==> src/rtl/quant_pkg.sv <==
// Shared widths, identity configuration and clamp bounds for the requantization stage.
package quant_pkg;

  localparam int IN_W    = 32;
  localparam int MULT_W  = 16;
  localparam int SHIFT_W = 5;
  localparam int OUT_W   = 8;
  localparam int PACK    = 4;
  localparam int PROD_W  = 48;
  localparam int R_W     = PROD_W + 1;

  localparam logic signed [MULT_W-1:0] MULT_ONE   = MULT_W'(1);
  localparam logic [SHIFT_W-1:0]       SHIFT_ZERO = '0;
  localparam logic signed [OUT_W-1:0]  ZP_ZERO    = '0;

  localparam int Q_MIN = -128;
  localparam int Q_MAX = 127;

  typedef logic [PACK*OUT_W-1:0] q_word_t;

endpackage

==> src/rtl/quant_packer.sv <==
// Collects int8 lanes into a packed word; emits on the fourth lane or on an in-band flush marker.
module quant_packer
  import quant_pkg::*;
(
  input  logic             clk,
  input  logic             rst,
  input  logic             lane_valid,
  input  logic [OUT_W-1:0] lane_byte,
  input  logic             lane_flush,
  output q_word_t          word,
  output logic             strobe,
  output logic [2:0]       lanes,
  output logic             pending
);

  logic [PACK-1:0][OUT_W-1:0] lane_q;
  logic [PACK-1:0][OUT_W-1:0] lane_next;
  logic [PACK-1:0][OUT_W-1:0] word_lanes;
  logic [1:0]                 idx_q;
  logic [2:0]                 fill;
  logic                       emit;

  // NOTE: every always_comb output gets a default first so no path can infer a latch.
  always_comb begin
    lane_next = lane_q;
    if (lane_valid) lane_next[idx_q] = lane_byte;
    fill = {1'b0, idx_q} + {2'b00, lane_valid};
    emit = (fill == 3'(PACK)) || (lane_flush && (fill != 3'd0));
    word_lanes = '0;
    for (int i = 0; i < PACK; i++) begin
      if (3'(i) < fill) word_lanes[i] = lane_next[i];
    end
  end

  // NOTE: sequential state uses non-blocking assignments so every flop samples pre-edge values.
  always_ff @(posedge clk or negedge rst) begin
    if (!rst) begin
      idx_q  <= '0;
      word   <= '0;
      strobe <= 1'b0;
      lanes  <= '0;
    end else begin
      strobe <= emit;
      if (emit) begin
        word  <= q_word_t'(word_lanes);
        lanes <= fill;
        idx_q <= '0;
      end else begin
        idx_q <= fill[1:0];
      end
    end
  end

  // NOTE: the lane buffer is left unreset; lanes at or above the fill count are masked on emit.
  always_ff @(posedge clk) begin
    lane_q <= lane_next;
  end

  assign pending = (idx_q != 2'd0);

endmodule

==> src/rtl/quant_child.sv <==
// Requantization: scale, round-half-up shift, zero point, int8 saturation, 4-lane packing.
// Optional build macro QUANT_RELU_EN raises the lower clamp bound to the zero point.
module quant_child
  import quant_pkg::*;
(
  input  logic                 clk,
  input  logic                 rst,
  input  logic                 cfg_load,
  input  logic [MULT_W-1:0]    cfg_mult,
  input  logic [SHIFT_W-1:0]   cfg_shift,
  input  logic [OUT_W-1:0]     cfg_zero_point,
  input  logic [IN_W-1:0]      bias_z_data_in,
  input  logic                 bias_z_valid_in,
  input  logic                 flush,
  output logic [PACK*OUT_W-1:0] q_data_out,
  output logic                 q_valid_out,
  output logic [2:0]           q_lanes_out,
  output logic                 busy,
  output logic [15:0]          sat_count
);

  localparam logic signed [R_W-1:0] HI_BOUND  = R_W'(Q_MAX);
  localparam logic signed [R_W-1:0] MIN_BOUND = R_W'(Q_MIN);

  logic signed [MULT_W-1:0]  mult_q;
  logic [SHIFT_W-1:0]        shift_q;
  logic signed [OUT_W-1:0]   zp_q;

  logic signed [IN_W-1:0]    data_s;
  logic signed [PROD_W-1:0]  prod_c;
  logic signed [R_W-1:0]     rnd_c;
  logic signed [R_W-1:0]     r_c;
  logic signed [R_W-1:0]     lo_c;
  logic [OUT_W-1:0]          byte_c;
  logic                      sat_c;

  logic                      s1_valid, s2_valid, s3_valid;
  logic                      s1_flush, s2_flush, s3_flush;
  logic signed [PROD_W-1:0]  s1_prod;
  logic signed [R_W-1:0]     s2_r;
  logic [OUT_W-1:0]          s3_byte;
  logic                      pending;
  logic                      cfg_take;

  assign data_s   = bias_z_data_in;
  assign cfg_take = cfg_load && !busy && !bias_z_valid_in;
  assign busy     = s1_valid || s2_valid || s3_valid || pending;

  always_ff @(posedge clk or negedge rst) begin
    if (!rst) begin
      mult_q  <= MULT_ONE;
      shift_q <= SHIFT_ZERO;
      zp_q    <= ZP_ZERO;
    end else if (cfg_take) begin
      mult_q  <= cfg_mult;
      shift_q <= cfg_shift;
      zp_q    <= cfg_zero_point;
    end
  end

  // Config is only reloaded with the pipeline empty, so later stages read it directly.
  always_comb begin
    prod_c = PROD_W'(data_s) * PROD_W'(mult_q);
    rnd_c  = '0;
    if (shift_q != SHIFT_ZERO) rnd_c[shift_q - 1'b1] = 1'b1;
    r_c = ((R_W'(s1_prod) + rnd_c) >>> shift_q) + R_W'(zp_q);
  end

  always_comb begin
`ifdef QUANT_RELU_EN
    lo_c = R_W'(zp_q);
`else
    lo_c = MIN_BOUND;
`endif
    sat_c = (s2_r > HI_BOUND) || (s2_r < MIN_BOUND);
    if (s2_r > HI_BOUND)  byte_c = OUT_W'(Q_MAX);
    else if (s2_r < lo_c) byte_c = lo_c[OUT_W-1:0];
    else                  byte_c = s2_r[OUT_W-1:0];
  end

  always_ff @(posedge clk or negedge rst) begin
    if (!rst) begin
      s1_valid  <= 1'b0;
      s2_valid  <= 1'b0;
      s3_valid  <= 1'b0;
      s1_flush  <= 1'b0;
      s2_flush  <= 1'b0;
      s3_flush  <= 1'b0;
      s1_prod   <= '0;
      s2_r      <= '0;
      s3_byte   <= '0;
      sat_count <= '0;
    end else begin
      s1_valid <= bias_z_valid_in;
      s1_flush <= flush;
      s2_valid <= s1_valid;
      s2_flush <= s1_flush;
      s3_valid <= s2_valid;
      s3_flush <= s2_flush;
      if (bias_z_valid_in) s1_prod <= prod_c;
      if (s1_valid)        s2_r    <= r_c;
      if (s2_valid)        s3_byte <= byte_c;
      if (s2_valid && sat_c && (sat_count != 16'hFFFF)) sat_count <= sat_count + 16'd1;
    end
  end

  quant_packer u_packer (
    .clk        (clk),
    .rst        (rst),
    .lane_valid (s3_valid),
    .lane_byte  (s3_byte),
    .lane_flush (s3_flush),
    .word       (q_data_out),
    .strobe     (q_valid_out),
    .lanes      (q_lanes_out),
    .pending    (pending)
  );

endmodule

==> config.mk <==
export PLATFORM = sky130hd
export DESIGN_NAME = quant_child
export DESIGN_NICKNAME = d
export VERILOG_FILES = /design/src/rtl/quant_pkg.sv /design/src/rtl/quant_packer.sv /design/src/rtl/quant_child.sv
export SDC_FILE = /design/constraint.sdc
export NUM_CORES = 2
export LEC_CHECK = 0
export ABC_AREA = 1
export BUFFER_PORTS_ARGS = -buffer_cell sky130_fd_sc_hd__buf_2
export CORE_MARGIN = 4
export CORE_UTILIZATION = 35
export DETAILED_ROUTE_END_ITERATION = 12
export SYNTH_ARGS = -nofsm -noshare
export SYNTH_HDL_FRONTEND = slang
export SYNTH_SLANG_ARGS = --single-unit
==> constraint.sdc <==
create_clock -name clk -period 15.5 [get_ports clk]
set_clock_uncertainty 0.2 [all_clocks]
set_input_delay 0 -clock clk [delete_from_list [all_inputs] [get_ports clk]]
set_output_delay 0 -clock clk [all_outputs]
set_load 0.01 [all_outputs]
==> impl_results.md <==
- Share of cells above drive strength 1: 0.06159
- Gp weighted congestion: 0.9845
- Status: finished, final reports clean
- CP Capture Type: flip-flop
- Maximum capacitance violations: 0
- Unrepaired setup endpoints after global routing: no
- Sink Count: 226
- WHS Path Cells: 4
- Num rows: 117
- Most common cell in the netlist: nand2_1
- Seq/Total Area, Yosys: 0.1511
- Worst-path clk slew: 0.07 ns
- # IOs: 119
- Post-Syn Nets: 5905
- Vias per cell: about 5
- Post-Syn Area: 36370 µm²
- Peak per-stage delay on the critical path: roughly 0.56 ns
- Effective utilization at floorplan: 0.3550
- Area delta synth->final: 9.301%
- CTS buffer count: 27
- Fmax: between 100 and 150 MHz
- Number of antenna violations at the first check in global routing: 1
- Xor and xnor area share after synthesis: 0.02288
- CP Launch Type: flip-flop
- Fin crit period: 7.829 ns
- Ys flop type: dfrtp_1
- Core area: a little over 100000 µm²
- Clk Latency, worst-skew pair: 0.59 ns
- WP data required: around 16 ns
- Reg2reg start: shift_q[0]$_DFFE_PN0P_
- Final core utilization: 0.3880
- Seq cells post-synth: 226
- Post-route ant nets: 0
- Post-synthesis mux area share: 0.007361
- Resized cells post-CTS: 0
- Pre-antenna DRT Iters: 6
- Drt drc: 0
- Grt ovf: 0
- Synth top area share: 0.2686
- Post-synth EDFFs: 0
- Setup violators final: 0
- Slowest-stage cell, CP: nor2_1
- Root buf cell: clkbuf_16
- Via count of the first global-routing pass: 32950
- Main combinational cell family by area after synthesis: adder cells
- YS warnings: 0
- Worst Hold Path EP: zp_q[1]$_DFFE_PN0P_
- Syn avg cell area: 7.059 µm²
- Die area: 109100 µm²
- Final Hold Violating Endpoints: 0
- TritonCTS clock tree: done
- First-pass GRT wire length: 181100 µm
- Largest net degree at the start of global routing: 75
- Post-synthesis cell count: 5153
- Post-synth ARST share: 0.8584
- Routed wire length: between 100000 and 150000 µm
- CTS HTree Levels: 1
- Nets@finish: between 5000 and 6000
- Die Ht: 330.4 µm
- Max Slew Vio Count: 0
- Slew HR: 0.3021
- Total negative slack: 0 ns
- Starting DRT DRC Count: 2488
- FF-to-FF setup slack: 7.67 ns
- CP Max Fanout: between 50 and 60
- Hold Crit Start: cfg_load
- Die X: 330.4 µm
- Drt wl/cell: 17.00 µm
- Worst-case reg-to-reg path depth: 44
- IO Port Bufs: 118
- Critical path class: reg -> reg
- CP dominant cell by count: nand2_1
- Area leader, netlist: fa_1
- Worst reg2reg endpoint: s2_r[42]$_DFFE_PN0P_
- CTS max path bufs: 3
- Data arrival, critical path: 8.11 ns
- Area contributors post-synth: fa_1 27%, nand2_1 14%, dfrtp_1 13%
- Final HPWL DP: 91980 µm
- Worst min path class: in -> reg
- Crit share post-route: 0.5051
- Synth Area in Simple Gates: 0.2663
- Total track usage: 0.2079
- Synth Area in Compound Gates: 0.08194
- Cell variety after synth: between 50 and 60
- Worst slew pin tran: 1.045 ns
- Synth Area in Adders: 0.3367
- N_diodes: 0
- Post-synth top cells: 1402 x nand2_1, 1091 x inv_1, 488 x fa_1
- Via count: 32850
area by class of cell:
cell class / count / area (µm²)
multi-input cells: 3642 / 26020
flip-flops and latches: 226 / 5498
clock inverters: 17 / 220.2
well taps: 1368 / 1712
clock buffers: 33 / 738.2
fillers: 10950 / 62720
repair buffers: 208 / 1436
inverters: 1102 / 4136
cells in the final DEF, fill, tap and decap left out, drive strengths merged, types with 11 or more instances in the layout:
| cell type | instances |
|---|---|
| nand2 | 1409 |
| inv | 1102 |
| fa | 488 |
| nand3 | 433 |
| nor2 | 272 |
| o21ai | 226 |
| ha | 198 |
| dfrtp | 193 |
| a21oi | 193 |
| buf | 152 |
| or2 | 65 |
| dlygate4sd3 | 56 |
| nand4 | 50 |
| xnor2 | 48 |
| xor2 | 47 |
| clkbuf | 33 |
| nor3 | 32 |
| dfxtp | 32 |
| a31oi | 31 |
| o21a | 23 |
| nor4 | 23 |
| mux2 | 22 |
| o211ai | 14 |
| a21o | 12 |
| clkinv | 11 |
cells by family (layout without fill, tap and decap cells):
kind of cell | Yosys count | in the layout
AND/OR/NAND/NOR | 2299 | 2299
buffers and inverters | 1285 | 1360
AO/OA/AOI/OAI | 537 | 537
adder cells (fa/ha/maj) | 686 | 686
flip-flops | 226 | 226
XOR/XNOR | 95 | 95
other | 1 | 1
multiplexers | 24 | 24
sequential cells by signal, indices dropped and copies added, names as in the netlist, 2 cells and up:
register         count
zp_q                 8
u_packer.lane_q     32
u_packer.idx_q       2
u_packer.word       32
mult_q              16
u_packer.lanes       3
sat_count           16
s2_r                49
s3_byte              8
shift_q              5
s1_prod             48
timing repair:
action                                 in CTS  in global routing
setup endpoints to repair                   0                  0
hold buffers                               57                  0
setup buffers                               0                  0
endpoints found under the hold margin     176                  0
through the flow:
| stage | worst slack, ns | instances | cell area, µm² | hold slack, ns |
|---|---|---|---|---|
| 2_1_floorplan | 9.484 | 5153 | 36370 | -0.4956 |
| 3_3_place_gp | 7.934 | 6489 | 38210 | -0.1937 |
| 3_5_place_dp | 7.783 | 6489 | 38210 | -0.1966 |
| 4_1_cts | 7.744 | 6596 | 39760 | 0.001993 |
| 5_1_grt | 6.816 | 6596 | 39760 | 0.02836 |
| 6_report | 7.671 | 6596 | 39760 | 0.01880 |
per-layer routing:
layer | up-vias | global-route usage | wire length, µm
li1 | 15880 | - | -
met1 | 15810 | 0.2913 | 51270
met2 | 986 | 0.3394 | 50590
met3 | 171 | 0.03154 | 7266
met4 | 2 | 0.04929 | 3015
met5 | - | 0 | 13
worst max-delay path by stage:
stage / start / end / cells past startpoint
after floorplan: mult_q[6]$_DFFE_PN0P_ / s1_prod[34]$_DFFE_PN0P_ / 27
after global placement: shift_q[0]$_DFFE_PN0P_ / s2_r[46]$_DFFE_PN0P_ / 45
after detailed placement: shift_q[0]$_DFFE_PN0P_ / s2_r[42]$_DFFE_PN0P_ / 44
after CTS: shift_q[0]$_DFFE_PN0P_ / s2_r[42]$_DFFE_PN0P_ / 44
after global routing: shift_q[0]$_DFFE_PN0P_ / s2_r[46]$_DFFE_PN0P_ / 45
final: shift_q[0]$_DFFE_PN0P_ / s2_r[42]$_DFFE_PN0P_ / 44
worst max-delay path: cells and delay by family (launching register included):
kind / cells / cell delay, ns
and+or+nand+nor: 26 / 3.58
xor gates and xnor gates: 1 / 0.21
adders and majority gates: 4 / 1.28
buffers and inverters: 8 / 1.09
DFF: 1 / 0.35
AOI/OAI and AO/OA: 5 / 0.99
Power is left out: the tool's default activity adds up to more than one toggle a clock period on the data nets, which glitch-free logic cannot reach.
